[config.mk]
export PLATFORM = sky130hd
export DESIGN_NAME = sync_req_arbiter
export DESIGN_NICKNAME = d
export VERILOG_FILES = /design/src/rtl/sync_req_arbiter.sv
export SDC_FILE = /design/constraint.sdc
export NUM_CORES = 1
export LEC_CHECK = 0
export BUFFER_PORTS_ARGS = -buffer_cell sky130_fd_sc_hd__buf_2
export CAP_MARGIN = 20
export CORE_MARGIN = 10
export CORE_UTILIZATION = 40
export CTS_CLUSTER_DIAMETER = 30
export CTS_CLUSTER_SIZE = 12
export DETAILED_ROUTE_END_ITERATION = 7
export PLACE_DENSITY_LB_ADDON = 0.2
export SYNTH_ARGS = -nofsm -noshare
export SYNTH_HDL_FRONTEND = slang
export SYNTH_SLANG_ARGS = --single-unit
[constraint.sdc]
create_clock -name clk -period 1.4 [get_ports clk]
set_clock_uncertainty 0.05 [all_clocks]
set_input_delay 0 -clock clk [delete_from_list [all_inputs] [get_ports clk]]
set_output_delay 0 -clock clk [all_outputs]
set_load 0.02 [all_outputs]
[src/rtl/sync_req_arbiter.sv]
// Round-robin arbiter for asynchronous request levels: each request is synchronized,
// then one requester at a time is granted until done, request drop or hold timeout.
module sync_req_arbiter #(
  parameter int N           = 4,
  parameter int SYNC_STAGES = 3,
  parameter int HOLD_MAX    = 15
) (
  input  logic                 clk,
  input  logic                 rst_n,
  input  logic [N-1:0]         req_nsyn,
  input  logic                 done,
  output logic [N-1:0]         req_syn,
  output logic [N-1:0]         gnt,
  output logic                 gnt_valid,
  output logic [$clog2(N)-1:0] gnt_id,
  output logic                 timeout
);

  localparam int IW = $clog2(N);
  localparam int CW = $clog2(HOLD_MAX);

  typedef enum logic [1:0] {
    S_IDLE    = 2'd0,
    S_GRANT   = 2'd1,
    S_RELEASE = 2'd2
  } state_t;

  logic [N-1:0]  r_sync [SYNC_STAGES];
  state_t        r_state;
  logic [N-1:0]  r_gnt;
  logic          r_gnt_valid;
  logic [IW-1:0] r_gnt_id;
  logic          r_timeout;
  logic [CW-1:0] r_cnt;
  logic [IW-1:0] r_ptr;

  state_t        w_state_nxt;
  logic [N-1:0]  w_gnt_nxt;
  logic          w_gnt_valid_nxt;
  logic [IW-1:0] w_gnt_id_nxt;
  logic          w_timeout_nxt;
  logic [CW-1:0] w_cnt_nxt;
  logic [IW-1:0] w_ptr_nxt;

  logic          w_any;
  logic [IW-1:0] w_win;
  logic [IW-1:0] w_idx;
  logic          w_hit;
  logic [N-1:0]  w_onehot;
  logic          w_cnt_max;

  // Per-bit synchronizer chains; req_nsyn touches only stage 0.
  always_ff @(posedge clk or negedge rst_n) begin
    if (!rst_n) begin
      for (int s = 0; s < SYNC_STAGES; s++) begin
        r_sync[s] <= {N{1'b0}};
      end
    end else begin
      r_sync[0] <= req_nsyn;
      for (int s = 1; s < SYNC_STAGES; s++) begin
        r_sync[s] <= r_sync[s-1];
      end
    end
  end

  assign req_syn = r_sync[SYNC_STAGES-1];

  // Round-robin search from ptr+1 upward; descending loop lets the nearest hit win.
  always_comb begin
    w_any = 1'b0;
    w_win = {IW{1'b0}};
    w_idx = {IW{1'b0}};
    w_hit = 1'b0;
    for (int i = N; i >= 1; i--) begin
      w_idx = IW'((int'(r_ptr) + i) % N);
      w_hit = req_syn[w_idx];
      w_any = w_any | w_hit;
      w_win = w_hit ? w_idx : w_win;
    end
  end

  assign w_onehot  = {{(N-1){1'b0}}, 1'b1} << w_win;
  assign w_cnt_max = (r_cnt == CW'(HOLD_MAX - 1));

  // Next-state and next-output logic for the grant FSM.
  always_comb begin
    w_state_nxt     = r_state;
    w_gnt_nxt       = r_gnt;
    w_gnt_valid_nxt = r_gnt_valid;
    w_gnt_id_nxt    = r_gnt_id;
    w_timeout_nxt   = 1'b0;
    w_cnt_nxt       = r_cnt;
    w_ptr_nxt       = r_ptr;
    case (r_state)
      S_IDLE: begin
        if (w_any) begin
          w_state_nxt     = S_GRANT;
          w_gnt_nxt       = w_onehot;
          w_gnt_valid_nxt = 1'b1;
          w_gnt_id_nxt    = w_win;
          w_cnt_nxt       = {CW{1'b0}};
        end else begin
          w_gnt_nxt       = {N{1'b0}};
          w_gnt_valid_nxt = 1'b0;
        end
      end
      S_GRANT: begin
        // done has priority over the hold timeout.
        if (done || !req_syn[r_gnt_id]) begin
          w_state_nxt     = S_RELEASE;
          w_gnt_nxt       = {N{1'b0}};
          w_gnt_valid_nxt = 1'b0;
        end else if (w_cnt_max) begin
          w_state_nxt     = S_RELEASE;
          w_gnt_nxt       = {N{1'b0}};
          w_gnt_valid_nxt = 1'b0;
          w_timeout_nxt   = 1'b1;
        end else begin
          w_cnt_nxt = r_cnt + CW'(1);
        end
      end
      S_RELEASE: begin
        w_state_nxt     = S_IDLE;
        w_gnt_nxt       = {N{1'b0}};
        w_gnt_valid_nxt = 1'b0;
        w_ptr_nxt       = r_gnt_id;
      end
      default: begin
        w_state_nxt     = S_IDLE;
        w_gnt_nxt       = {N{1'b0}};
        w_gnt_valid_nxt = 1'b0;
      end
    endcase
  end

  // FSM state and registered outputs; ptr resets to N-1 so requester 0 goes first.
  always_ff @(posedge clk or negedge rst_n) begin
    if (!rst_n) begin
      r_state     <= S_IDLE;
      r_gnt       <= {N{1'b0}};
      r_gnt_valid <= 1'b0;
      r_gnt_id    <= {IW{1'b0}};
      r_timeout   <= 1'b0;
      r_cnt       <= {CW{1'b0}};
      r_ptr       <= IW'(N - 1);
    end else begin
      r_state     <= w_state_nxt;
      r_gnt       <= w_gnt_nxt;
      r_gnt_valid <= w_gnt_valid_nxt;
      r_gnt_id    <= w_gnt_id_nxt;
      r_timeout   <= w_timeout_nxt;
      r_cnt       <= w_cnt_nxt;
      r_ptr       <= w_ptr_nxt;
    end
  end

  assign gnt       = r_gnt;
  assign gnt_valid = r_gnt_valid;
  assign gnt_id    = r_gnt_id;
  assign timeout   = r_timeout;

endmodule

==> metrics.cfg <==
[outcome]
status=finished with violations
violations=setup timing

[worst_setup_path]
critPathKind=flop to flop
cp_max_fo=6
worstPathRequired_ps=1580
cp_num_buf_inv=0
startpoint_type=flop
path_delay_family=compound AO/OA/AOI/OAI gates
regToRegSetupSlack_ps=-100
arrival_ps=1680
r2r_end=gnt[3]$_DFFE_PN0P_
crit_path_end_kind=flop
rr_startpoint=gnt_id[1]$_DFFE_PN0P_
cp_slowest_stage_delay_ps=460
r2r_cells=4
crit_slowest_cell=dfrtp_2
crit_path_cell_trace=mux2_4 > a22oi_4 > nor2_4 > a32o_1

[logic_synthesis]
synth_compound_area_share_pct=9.25
synth_mux_area_share_pct=8.81
avgSynthCellArea_um2=12.9
ys_seq_elements=28
ys_types=30
synthCells=88
synth_xor_area_share_pct=0
yosysWarnings=0
synth.net_count=97
syn_area_um2=1140
synth_top_family_by_area=simple AND/OR/NAND/NOR gates
yosysSeqAreaShare_pct=61.9
synthAdderAreaFrac_pct=2.20
synthSimpleGateAreaFrac_pct=14.4

[grt]
grt_usage_pct=9.41
grt_overflow_total=0
antenna_found_initial=0
grt_max_degree=29
grt_pass1_wl_mm=4.03
grt_pass1_vias=843

[min_path]
hp-class=primary input to asynchronous set/reset pin

[cts]
cts-buffers-inserted=3
clock_sinks=28
cts_tree=yes
cts.path.max_buffers=2
clock_latency_ps=320
cts_root_buf=clkbuf_4
htree_levels=1
clk_pin_slew_ps=150

[sta]
tightest_slew_ps=606
rsz0062_at_grt=yes
finalHoldViolCount=0
worst_slack_ps=-102
relSlewSlack_pct=59.6
layout_min_cycle_time_ps=1500
drv_slew=0
setup_tns_ps=-591
clock.fmax_mhz=666
finalCritPeriodShare_pct=107
setup_viol=11

[power]
fin_total_pwr_mw=2.82
power.density_nw_per_um2=1860
worst_ir_drop_vdd_uv=1130
p_leak_nw=0.720

[route]
wirelength_mm=2.24
first_iter_violations=34
wire_per_inst_um=14.4
route.detailed.drc=0
drt_pass1_iterations=4
viasPerCell=5.04
route.vias.total=787
ant_nets=0

[final_layout]
fin_area_um2=1520
nets=135
num-fill-cells=227
drive_gt1_share_pct=44.8
diodes=0
area_delta_synth_final_pct=33.6

[floorplan]
initial_core_util_pct=41.6
die-width_um=73.3
core_um2=2730
fp.dieH_um=73.3
rows=19
num_io_pins=19
die-area_um2=5370

[job]
cap_violations=0

[place]
hpwl_mm=1.59
gp_congestion=0.722
io_buffers=18
place_area_um2=1350

## logic make-up (layout without fill, tap and decap cells)
| kind of cell | count (synthesis) | count (layout) |
|---|---|---|
| multiplexers | 9 | 9 |
| adder cells (fa/ha/maj) | 2 | 2 |
| AND/OR/NAND/NOR | 31 | 31 |
| flip-flops | 28 | 28 |
| buffers and inverters | 6 | 43 |
| AO/OA/AOI/OAI | 12 | 12 |
## synthesized netlist by cell type
master	count	area share (%)
nand2b_1	6	3.3
o2bb2ai_1	2	1.5
nor3_1	4	1.8
nand3_1	2	0.88
buf_2	1	0.44
nor2_2	1	0.55
a22o_1	1	0.77
inv_1	1	0.33
mux2_2	4	4.0
nand2_1	6	2.0
dfrtp_1	26	57
buf_4	4	2.6
a31oi_1	1	0.55
mux2i_1	4	3.5
a21o_1	2	1.3
nor2b_1	4	2.2
o21bai_1	1	0.66
a21oi_1	1	0.44
nor3b_1	1	0.66
o221ai_1	1	0.77
a22oi_4	1	1.9
a32o_1	1	0.88
nor2_1	4	1.3
dfstp_2	2	4.6
nor4_1	1	0.55
or3_1	1	0.55
ha_1	2	2.2
o21ai_1	1	0.44
mux2_4	1	1.3
nand3b_1	1	0.66
## layer usage
metal	vias to the layer above	GRT usage, %	routed length (um)
met5	-	0	0
met4	0	3.73	19
met3	2	3.50	164
met2	17	14.2	1020
met1	390	11.8	1040
li1	378	-	-
## how the worst max path moves through the flow
stage,from,to,slack [ps],depth (start not counted)
6_report,gnt_id[1]$_DFFE_PN0P_,gnt[3]$_DFFE_PN0P_,-100,4
5_1_grt,r_ptr[1]$_DFFE_PN1N_,gnt_id[0]$_DFFE_PN0P_,-140,3
4_1_cts,gnt_id[1]$_DFFE_PN0P_,gnt[3]$_DFFE_PN0P_,-100,4
3_5_place_dp,r_ptr[1]$_DFFE_PN1N_,gnt_id[0]$_DFFE_PN0P_,-140,3
3_3_place_gp,r_ptr[1]$_DFFE_PN1N_,gnt_id[0]$_DFFE_PN0P_,-110,3
2_1_floorplan,gnt_id[1]$_DFFE_PN0P_,gnt[1]$_DFFE_PN0P_,-80,4
## metrics by stage
stage / setup WS, ps / utilization, % / hold slack (ps) / instances
floorplan: -75.5 / - / -346 / 88
global placement: -106 / 49.2 / -10.2 / 146
detailed placement: -140 / 49.2 / -2.30 / 146
CTS: -96.0 / 54.1 / 149 / 156
global route: -137 / 55.5 / 197 / 156
finish: -102 / 55.5 / 150 / 156
## layout make-up
cell class                 count  area (um^2)  area share, %
sequential                    28          704           46.4
multi-input combinational     54          465           30.7
timing repair buffer          38          253           16.7
tap                           31         38.8           2.56
clock inverter                 1         30.0           1.98
clock buffer                   3         22.5           1.48
inverter                       1         3.75          0.247
## cells in the final DEF (no fill, tap or decap), types with 2 or more instances in the layout
cell	instances
dfrtp_1	25
buf_2	18
buf_4	15
nand2_1	6
nand2b_1	5
dlygate4sd3_1	5
nor2b_1	4
nor2_1	4
mux2_4	3
mux2i_1	3
clkbuf_4	3
nor3_1	2
nor3_2	2
a21o_1	2
mux2_2	2
o2bb2ai_1	2
ha_1	2
dfstp_2	2
## state kept, by name, indices dropped and copies added (netlist names)
| register | count |
|---|---|
| r_state | 2 |
| r_sync | 8 |
| timeout | 1 |
| req_syn | 4 |
| gnt_valid | 1 |
| r_cnt | 4 |
| gnt_id | 2 |
| gnt | 4 |
| r_ptr | 2 |
## worst register-to-register path: stages (launching register included)
cell,delay [ps]
dfrtp_2,460
mux2_4,320
a22oi_4,280
nor2_4,90
a32o_1,210
## report_power, final
group	switching (mW)	internal, mW	total (mW)
Combinational	0.555	0.571	1.13
Clock	0.231	0.289	0.521
Sequential	0.163	1.01	1.17
## repair_timing
item                       CTS  global route
setup endpoints to repair   12            14
hold buffers                 5             0
hold endpoints to repair    32             0
pin swaps                    1             2
gates resized for setup      4             7
buffers inserted             1             0
Power figures use the tool's default switching activity.
